`src/rtl/cache_pkg.sv`:
```
// Shared definitions for the cache fill controller.
// Holds the FSM state encoding, default geometry and a helper that sizes the
// FILL_WAIT timeout counter.
package cache_pkg;

    localparam int DEF_ADDR_WIDTH   = 8;
    localparam int DEF_LINE_WIDTH   = 32;
    localparam int DEF_FILL_TIMEOUT = 8;

    typedef enum logic [3:0] {
        IDLE      = 4'd0,
        LOOKUP    = 4'd1,
        CHECK     = 4'd2,
        MEM_REQ   = 4'd3,
        MEM_WAIT  = 4'd4,
        WR_MEM    = 4'd5,
        FILL      = 4'd6,
        FILL_WAIT = 4'd7,
        RESP      = 4'd8
    } state_e;

    // Counter must be able to hold the value FILL_TIMEOUT itself.
    function automatic int tmo_cnt_width(input int timeout);
        if (timeout < 1) begin
            return 1;
        end else begin
            return $clog2(timeout + 1);
        end
    endfunction

endpackage

```
`src/rtl/cache_fill_ctrl.sv`:
```
// Miss-handling / fill controller in front of a two-entry line cache.
// Accepts one requester transaction at a time, probes the cache on reads,
// fetches missing lines from backing memory and installs them, and handles
// writes as write-through (memory first, then cache update/allocate).
//
// Ports:
//   clock, reset             : single clock, synchronous active-high reset
//   req_*                    : requester command (valid/ready handshake)
//   resp_*                   : response with read data, first-probe hit, timeout error
//   cache_read/write/addr/wdata, cache_hit/rdata : cache interface (cache outputs registered)
//   mem_req_*, mem_resp_*    : backing memory command and read-data return
module cache_fill_ctrl
    import cache_pkg::*;
#(
    parameter int ADDR_WIDTH   = DEF_ADDR_WIDTH,
    parameter int LINE_WIDTH   = DEF_LINE_WIDTH,
    parameter int FILL_TIMEOUT = DEF_FILL_TIMEOUT
) (
    input  logic                  clock,
    input  logic                  reset,
    input  logic                  req_valid,
    output logic                  req_ready,
    input  logic                  req_write,
    input  logic [ADDR_WIDTH-1:0] req_addr,
    input  logic [LINE_WIDTH-1:0] req_wdata,
    output logic                  resp_valid,
    input  logic                  resp_ready,
    output logic [LINE_WIDTH-1:0] resp_rdata,
    output logic                  resp_hit,
    output logic                  resp_error,
    output logic                  cache_read,
    output logic                  cache_write,
    output logic [ADDR_WIDTH-1:0] cache_addr,
    output logic [LINE_WIDTH-1:0] cache_wdata,
    input  logic                  cache_hit,
    input  logic [LINE_WIDTH-1:0] cache_rdata,
    output logic                  mem_req_valid,
    input  logic                  mem_req_ready,
    output logic                  mem_req_write,
    output logic [ADDR_WIDTH-1:0] mem_req_addr,
    output logic [LINE_WIDTH-1:0] mem_req_wdata,
    input  logic                  mem_resp_valid,
    input  logic [LINE_WIDTH-1:0] mem_resp_rdata
);

    localparam int            CW       = tmo_cnt_width(FILL_TIMEOUT);
    localparam logic [CW-1:0] TMO_LAST = CW'(FILL_TIMEOUT - 1);

    state_e                  state_q, state_d;
    logic [ADDR_WIDTH-1:0]   addr_q, addr_d;
    logic [LINE_WIDTH-1:0]   wdata_q, wdata_d;
    logic                    write_q, write_d;
    logic [LINE_WIDTH-1:0]   rdata_q, rdata_d;
    logic                    hit_q, hit_d;
    logic                    error_q, error_d;
    logic [CW-1:0]           cnt_q, cnt_d;
    logic                    idle_ready_s;

    // Next-state, datapath updates and state-decoded strobes.
    always_comb begin
        state_d       = state_q;
        addr_d        = addr_q;
        wdata_d       = wdata_q;
        write_d       = write_q;
        rdata_d       = rdata_q;
        hit_d         = hit_q;
        error_d       = error_q;
        cnt_d         = cnt_q;
        idle_ready_s  = 1'b0;
        cache_read    = 1'b0;
        cache_write   = 1'b0;
        mem_req_valid = 1'b0;
        mem_req_write = 1'b0;
        case (state_q)
            IDLE: begin
                idle_ready_s = 1'b1;
                if (req_valid) begin
                    addr_d  = req_addr;
                    wdata_d = req_wdata;
                    write_d = req_write;
                    rdata_d = '0;
                    hit_d   = 1'b0;
                    error_d = 1'b0;
                    state_d = req_write ? WR_MEM : LOOKUP;
                end else begin
                    state_d = IDLE;
                end
            end
            LOOKUP: begin
                cache_read = 1'b1;
                state_d    = CHECK;
            end
            CHECK: begin
                // Cache registered hit/data on the LOOKUP edge.
                if (cache_hit) begin
                    rdata_d = cache_rdata;
                    hit_d   = 1'b1;
                    state_d = RESP;
                end else begin
                    hit_d   = 1'b0;
                    state_d = MEM_REQ;
                end
            end
            MEM_REQ: begin
                mem_req_valid = 1'b1;
                if (mem_req_ready) begin
                    state_d = MEM_WAIT;
                end else begin
                    state_d = MEM_REQ;
                end
            end
            MEM_WAIT: begin
                // Fetched line becomes both the fill data and the response data.
                if (mem_resp_valid) begin
                    wdata_d = mem_resp_rdata;
                    rdata_d = mem_resp_rdata;
                    state_d = FILL;
                end else begin
                    state_d = MEM_WAIT;
                end
            end
            WR_MEM: begin
                mem_req_valid = 1'b1;
                mem_req_write = 1'b1;
                rdata_d       = '0;
                if (mem_req_ready) begin
                    state_d = FILL;
                end else begin
                    state_d = WR_MEM;
                end
            end
            FILL: begin
                cache_write = 1'b1;
                cnt_d       = '0;
                state_d     = FILL_WAIT;
            end
            FILL_WAIT: begin
                // Write held so the cache can install; hit confirms the line is resident.
                cache_write = 1'b1;
                cnt_d       = cnt_q + CW'(1);
                if (write_q && (cnt_q == '0)) begin
                    // First wait cycle reflects the FILL-edge probe: was the line already there.
                    hit_d = cache_hit;
                end else begin
                    hit_d = hit_q;
                end
                if (cache_hit) begin
                    state_d = RESP;
                end else if (cnt_q == TMO_LAST) begin
                    error_d = 1'b1;
                    state_d = RESP;
                end else begin
                    state_d = FILL_WAIT;
                end
            end
            RESP: begin
                if (resp_ready) begin
                    error_d = 1'b0;
                    state_d = IDLE;
                end else begin
                    state_d = RESP;
                end
            end
            default: begin
                state_d = IDLE;
            end
        endcase
    end

    // State and datapath registers with synchronous reset.
    always_ff @(posedge clock) begin
        if (reset) begin
            state_q <= IDLE;
            addr_q  <= '0;
            wdata_q <= '0;
            write_q <= 1'b0;
            rdata_q <= '0;
            hit_q   <= 1'b0;
            error_q <= 1'b0;
            cnt_q   <= '0;
        end else begin
            state_q <= state_d;
            addr_q  <= addr_d;
            wdata_q <= wdata_d;
            write_q <= write_d;
            rdata_q <= rdata_d;
            hit_q   <= hit_d;
            error_q <= error_d;
            cnt_q   <= cnt_d;
        end
    end

    assign req_ready     = idle_ready_s & ~reset;
    assign resp_valid    = (state_q == RESP);
    assign resp_rdata    = rdata_q;
    assign resp_hit      = hit_q;
    assign resp_error    = error_q;
    assign cache_addr    = addr_q;
    assign cache_wdata   = wdata_q;
    assign mem_req_addr  = addr_q;
    assign mem_req_wdata = wdata_q;

endmodule
```
`config.mk`:
```
export PLATFORM = sky130hd
export DESIGN_NAME = cache_fill_ctrl
export DESIGN_NICKNAME = d
export VERILOG_FILES = /design/src/rtl/cache_pkg.sv /design/src/rtl/cache_fill_ctrl.sv
export SDC_FILE = /design/constraint.sdc
export NUM_CORES = 1
export LEC_CHECK = 0
export CORE_MARGIN = 10
export CORE_UTILIZATION = 41
export CTS_CLUSTER_DIAMETER = 60
export CTS_CLUSTER_SIZE = 10
export DETAILED_ROUTE_END_ITERATION = 12
export PLACE_DENSITY = 0.95
export SYNTH_ARGS = -nofsm -noshare
export SYNTH_HDL_FRONTEND = slang
export SYNTH_SLANG_ARGS = --single-unit
```
`constraint.sdc`:
```
create_clock -name clock -period 5.25 [get_ports clock]
set_input_delay 1.05 -clock clock [delete_from_list [all_inputs] [get_ports clock]]
set_output_delay 1.05 -clock clock [all_outputs]
set_load 0.02 [all_outputs]
```
# Word level (Yosys, flattened, before mapping)
# Index checks and enable logic that the tools add are counted.
[word_totals]
input_bits = 112
elab_cells = 72
output_inout_bits = 120
regBits = 83
[classes]
mux = 30
bitwise_logic = 2
n_eq_ne = 16
addsub = 1
n_reduce_logical = 15
[op_table]
columns = ["cell", "count"]
rows = [
  ["32-bit 2-to-1 mux", 4],
  ["32-bit one-hot mux with 4 select lines", 1],
  ["32-bit one-hot mux with 2 select lines", 1],
  ["4-bit one-hot mux with 9 select lines", 1],
  ["4-bit by 3-bit equality test with 1-bit output (second input constant)", 5],
  ["4-bit 2-to-1 mux", 4],
  ["2-bit != test (second input constant)", 6],
  ["1-bit 2-to-1 mux", 11],
  ["3-bit 2-to-1 mux", 3],
  ["4-bit by 2-bit equality test with 1-bit output (second input constant)", 2],
  ["4-bit logical NOT", 2],
  ["4-bit one-hot mux with 2 select lines", 1],
  ["1-bit one-hot mux with 3 select lines", 2],
  ["3-bit AND reduction", 2],
  ["3-bit nonzero test", 2],
  ["5-bit AND reduction", 1],
  ["4-bit by 1-bit adder with 4-bit output (second input constant)", 1],
  ["4-bit by 1-bit equality test with 1-bit output (second input constant)", 1],
  ["4-bit equality test (second input constant)", 1],
  ["2-bit 2-to-1 mux", 2],
  ["4-bit AND reduction", 1],
  ["2-bit nonzero test", 2],
  ["4-bit nonzero test", 1],
  ["2-bit OR reduction", 2],
  ["other kinds (5)", 5],
]

# Depth between registers and ports, before layout
# Gate-level depths: netlist (run 1).
[logic_depth]
ltp_word = 4
mapped_depth = 7

# Worst setup path before layout (run 1)
# No wires, ideal clock.
[synth_path]
path_type = "input to output"
startpoint = "in reset"
endpoint = "out req_ready"
arrival_time_ps = 2002
path_buffers = 3
required_ps = 4200
path_stages = 4
slack_ps = 2198
path_cell_list = "clkbuf_1 -> clkbuf_1 -> clkbuf_1 -> nor2_1"
[synth_via]
elab_chain_cells = 2
[synth_lines]
columns = ["element", "line", "source"]
rows = [
  ["start: declaration", "cache_fill_ctrl.sv:20", "input logic reset,"],
  ["1-bit inverter", "cache_fill_ctrl.sv:193", "assign req_ready = idle_ready_s & ~reset;"],
  ["1-bit bitwise AND", "cache_fill_ctrl.sv:193", ""],
  ["end: declaration", "cache_fill_ctrl.sv:22", "output logic req_ready,"],
]
# No other way between the ends.

# Worst setup path in the final report (run 1)
# Same ends and word-level chain as after synthesis.

==> reports/metrics.yaml, run 1 <==
status:
  status: "completed"
floorplan:
  dieArea_um2: 14240
  die_x_um: 119.3
  io_pins: 232
  std_cell_rows: 36
  coreArea_um2: 9684
  start_util_pct: 41.78
  die_h_um: 119.3
clock_tree:
  ctsHtreeMaxLevel: 3
  hold_buffers: 0
  cts_sinks: 83
  cts_buffer_depth: 2
  cts_tree: "yes"
  clock_latency_ps: 350
  numCtsBuffers: 9
  cts_root_buf: "clkbuf_8"
  ctsResizeCount: 0
  cts.clk_slew.worst_paths_ps: 80
  post_cts_buffers: 0
timing:
  fin_crit_sh_pct: 68.03
  setup_viol: 0
  rsz0062_at_grt: "false"
  finalHoldViolCount: 0
  hold_ws_ps: 464.8
  min_period_ps: 3572
  tns_ps: 0
  clock.fmax_mhz: 280.0
  clock_skew_ps: 12.38
  setup_ws_ps: 1678
  relSlewSlack_pct: 31.30
  slew_violations: 0
  tightest_slew_ps: 1031
routing:
  via_per_inst: 5.328
  wl_mm: 15.10
  drt_iter0_markers: 214
  dr.pass1.iters: 5
  vias: 3985
  routedWlPerCell_um: 20.19
  antenna_left: 0
  drc: 0
synth:
  ys_warn_count: 0
  synth_cell_types: 45
  synth_top_area_share_pct: 41.06
  synth_top_area_cell: "dfxtp_1"
  synthFlopType: "dfxtp_1"
  synth-seq-cells: 83
  seq_area_frac_synth_pct: 41.06
  synth_edf_count: 0
  synth.net_count: 554
  syn_area_per_cell_um2: 9.196
  syn_inst: 440
  syn_area_um2: 4046
  synthTopCellsByArea: "dfxtp_1, mux2i_1, buf_4"
  async_reset_ff_share_pct: 0
place:
  post-place-ws_ps: 1635
  gp_congestion: 0.8071
  place.port_buffers: 231
  place_area_um2: 6122
  dpl.hpwl_mm: 11.65
hold_path:
  holdPathStages: 1
  hp-class: "reg2reg"
  hold_path_end: "resp_rdata[1]"
  min_from: "resp_rdata[1]"
final_layout:
  n_antenna_cell: 0
  stdcell_area_um2: 6371
  drive_gt1_share_pct: 5.366
  syn_to_final_growth_pct: 57.45
  layout_common_cells: "clkdlybuf4s50_1, dfxtp_1, nor2_1"
  final_common_cell: "clkdlybuf4s50_1"
  fin_nets: 724
worst_setup_path:
  r2r_end: "cache_wdata[8]"
  crit_path_cell_trace: "buf_2, nor2_1, clkdlybuf4s50_1"
  reg2reg_slack_ps: 2450
  critPathLaunch: "reset"
  r2r_start: "state_q[2]"
  crit_arrival_ps: 2520
  cp_slowest_cell: "buf_2"
  cp_max_fo: 51
  reg2reg_depth: 5
  critPathLaunchType: "primary input"
  critPathKind: "in2out"
  cpPeakStageDelay_ps: 730
  critical_path.top_delay_family: "buffers and inverters"
  worst-path-buf-inv: 2
  cp.required_ps: 4200
  end_kind: "primary output"
pwr:
  total_power_mw: 2.317
  vdd_drop_max_mv: 0.1948
  power_density_nw_per_um2: 363.6
  leakage_nw: 2.170
grt:
  grt_overflow: 0
  grt_first_pass_wirelength_mm: 23.38
  track_usage_pct: 20.11
  grt_pass1_vias: 4213
  grt_max_degree: 52
  antenna_found_initial: 0
flow_run:
  max_cap_violations: 0
[routing by layer]
metal | global-route usage, % | share of wire [%]
met3 | 5.385 | 6.9
met2 | 36.45 | 52
met5 | 0 | 0
met4 | 6.410 | 1.5
met1 | 22.32 | 39
[metrics by stage]
stage               util, %  std cells
floorplan                 -        440
global placement      63.22        732
detailed placement    63.22        732
CTS                   65.79        748
global route          65.79        748
finish                65.79        748
[cell families (layout without fill, tap and decap cells)]
family	after synthesis	after routing	synth area share, %
AND/OR/NAND/NOR	104	104	12.40
flip-flops	83	83	41.06
buffers and inverters	84	259	12.31
AO/OA/AOI/OAI	133	133	25.17
multiplexers	34	34	8.442
adder cells (fa/ha/maj)	2	2	0.6183
[worst max path at each step]
stage / cells past startpoint / to
after floorplan: 4 / req_ready
after global placement: 3 / req_ready
after detailed placement: 3 / req_ready
after CTS: 3 / req_ready
after global routing: 3 / req_ready
final: 3 / req_ready
[layout make-up]
cell class,instances,area [µm²]
Fill cell,766,3313
Inverter,6,22.52
Sequential cell,83,1662
Tap cell,133,166.4
Clock buffer,10,137.6
Timing Repair Buffer,237,2365
Clock inverter,6,111.4
Multi-Input combinational cell,273,1907
[cells in the mapped netlist, types with 2 or more instances]
cell        n
dfxtp_1    83
buf_4      42
nor2_1     41
a22oi_1    33
mux2i_1    33
a211oi_1   32
o2bb2ai_1  32
nand2_1    28
clkbuf_1   21
a21oi_1    20
buf_2      14
nor2b_1     7
inv_1       6
nand2b_1    5
nand3_1     5
nor3_1      5
o21ai_0     4
ha_1        2
[where the power goes]
group / internal, mW / total [mW] / leakage (nW) / switching, mW
Combinational: 0.446 / 0.945 / 1.37 / 0.499
Clock: 0.330 / 0.564 / 0.123 / 0.234
Sequential: 0.714 / 0.807 / 0.679 / 0.0930
Total: 1.49 / 2.32 / 2.17 / 0.826
[registers in the layout, summed over array words and instances, names as in the netlist]
signal       count
cache_wdata     32
cache_addr       8
state_q          4
resp_rdata      32
write_q          1
resp_error       1
cnt_q            4
resp_hit         1
[worst register-to-register path: cells and delay by family, from the launching register on]
family	cells	cell delay (ps)
AO/OA/AOI/OAI	1	110
flip-flops	1	780
buffers and inverters	1	480
AND/OR/NAND/NOR	2	970
multiplexers	1	290
No activity file was read; power rests on OpenSTA's default activity.
==> inputs of run 2 (changes only) <==
--- a/config.mk
+++ b/config.mk
@@ -6,11 +6,11 @@
 export NUM_CORES = 1
 export LEC_CHECK = 0
 export CORE_MARGIN = 10
-export CORE_UTILIZATION = 41
+export CORE_UTILIZATION = 39
 export CTS_CLUSTER_DIAMETER = 60
 export CTS_CLUSTER_SIZE = 10
 export DETAILED_ROUTE_END_ITERATION = 12
-export PLACE_DENSITY = 0.95
+export PLACE_DENSITY = 0.93
 export SYNTH_ARGS = -nofsm -noshare
 export SYNTH_HDL_FRONTEND = slang
 export SYNTH_SLANG_ARGS = --single-unit
==> constraint.sdc (replaced) <==
create_clock -name clock -period 3.54 [get_ports clock]
set_input_delay 0.708 -clock clock [delete_from_list [all_inputs] [get_ports clock]]
set_output_delay 0.708 -clock clock [all_outputs]
set_load 0.02 [all_outputs]
==> reports/metrics.yaml, run 2 (synthesis gave the netlist of run 1 again) <==
clock_tree:
  hold_buffers: 0  # unchanged
  cts.clk_slew.worst_paths_ps: 80  # about the same
  ctsHtreeMaxLevel: 3  # unchanged
  numCtsBuffers: 9  # unchanged
  clock_latency_ps: 350  # about the same
  cts_buffer_depth: 2  # unchanged
  cts_sinks: 83  # unchanged
  ctsResizeCount: 0  # unchanged
  post_cts_buffers: 0  # unchanged
  cts_root_buf: "clkbuf_8"
  cts_tree: "yes"
floorplan:
  die_x_um: 121.9  # +2.1%
  dieArea_um2: 14850  # +4.3%
  start_util_pct: 39.55  # -2.2 points
  coreArea_um2: 10230  # +5.6%
  die_h_um: 121.9  # +2.1%
  std_cell_rows: 37  # +2.8%
  io_pins: 232  # unchanged
final_layout:
  final_common_cell: "clkdlybuf4s50_1"
  syn_to_final_growth_pct: 57.14
  n_antenna_cell: 0  # unchanged
  layout_common_cells: "clkdlybuf4s50_1, dfxtp_1, nor2_1"
  fin_nets: 727  # +0.41%
  stdcell_area_um2: 6359  # -0.20%
  drive_gt1_share_pct: 5.825  # +0.46 points
  final_cells: 754  # +0.80%
worst_setup_path:
  end_kind: "primary output"
  cp_max_fo: 20  # -61%
  crit_arrival_ps: 2220  # -300 ps
  cp.required_ps: 2830  # -1370 ps
  reg2reg_slack_ps: 1090  # -1360 ps
  critPathKind: "reg2out"
  critPathLaunchType: "register"
timing:
  tns_ps: 0  # unchanged
  hold_ws_ps: 467.5  # +2.783 ps
  clock.fmax_mhz: 341.4
  clock_skew_ps: 18.88  # +6.505 ps
  finalHoldViolCount: 0  # unchanged
  relSlewSlack_pct: 43.54  # +12 points
  setup_viol: 0  # unchanged
  min_period_ps: 2929
  rsz0062_at_grt: "false"
  slew_violations: 0  # unchanged
  tightest_slew_ps: 845.7  # -184.9 ps
  fin_crit_sh_pct: 82.75
place:
  place_inst: 738  # +0.82%
  place.port_buffers: 231  # unchanged
  dpl.hpwl_mm: 11.54  # -0.99%
  gp_congestion: 0.8182  # +1.4%
  place_area_um2: 6136  # +0.22%
routing:
  wl_mm: 14.83  # -1.8%
  drt_iter0_markers: 199  # -7.0%
  drc: 0  # unchanged
  antenna_left: 0  # unchanged
  dr.pass1.iters: 4  # -1
  vias: 3993  # +0.20%
  routedWlPerCell_um: 19.67  # -2.6%
  via_per_inst: 5.296  # -0.60%
flow_run:
  max_cap_violations: 0  # unchanged
hold_path:
  hp-class: "reg2reg"
grt:
  grt_overflow: 0  # unchanged
  grt_max_degree: 53  # +1.9%
  grt_first_pass_wirelength_mm: 22.48  # -3.9%
  track_usage_pct: 18.77  # -1.3 points
  antenna_found_initial: 0  # unchanged
  grt_pass1_vias: 4150  # -1.5%
status:
  status: "completed"
pwr:
  vdd_drop_max_mv: 0.2485  # +28%
  leakage_nw: 2.169  # about the same
  power_density_nw_per_um2: 526.0  # +45%
-- run 2: cell count changes in the layout (fill, tap and decap cells not counted), sizes merged --
cell    previous run  this run
buf                7        10
clkbuf            10         9
bufinv             3         2
clkinv             1         2
inv                7         8
-- run 2: final timing paths --
path                      start        endpoint  cells after the start
setup / recovery     state_q[1]   mem_req_valid                      3
hold / removal    resp_rdata[1]   resp_rdata[1]                      1
setup reg to reg     state_q[0]  resp_rdata[18]                      5
hold reg to reg   resp_rdata[1]   resp_rdata[1]                      1
-- run 2: layout make-up --
type / instances / area [µm²]
multi-input combinational: 273 / 1907
clock buffer: 9 / 123.9
inverter: 6 / 22.52
clock inverter: 7 / 98.84
tap: 136 / 170.2
sequential: 83 / 1662
timing repair buffer: 240 / 2375
fill: 814 / 3872
-- run 2: critical path: stages (launching register included) --
cell	delay, ps
dfxtp_1	820
nor2b_2	280
o211a_1	160
clkdlybuf4s50_1	620
-- run 2: per-layer routing --
metal | global-route usage, % | routed length, µm
met1 | 20.55 | 5733
met2 | 34.59 | 7798
met3 | 5.042 | 1102
met4 | 5.291 | 194
met5 | 0 | 0
-- run 2: metrics by stage --
| stage | total power [mW] | setup WS, ps | util, % |
|---|---|---|---|
| detailed placement | 2.619 | 777.3 | 59.97 |
| global route | 3.505 | 407.6 | 62.15 |
| floorplan | 2.034 | 1172 | - |
| finish | 3.345 | 610.5 | 62.15 |
| CTS | 3.376 | 595.9 | 62.15 |
| global placement | 2.581 | 870.9 | 59.97 |
-- run 2: report_power, final --
group          internal, mW  leakage [nW]  switching (mW)
Clock                 0.403         0.110           0.350
Sequential             1.06         0.679           0.131
Combinational         0.659          1.38           0.743
Total                  2.12          2.17            1.22
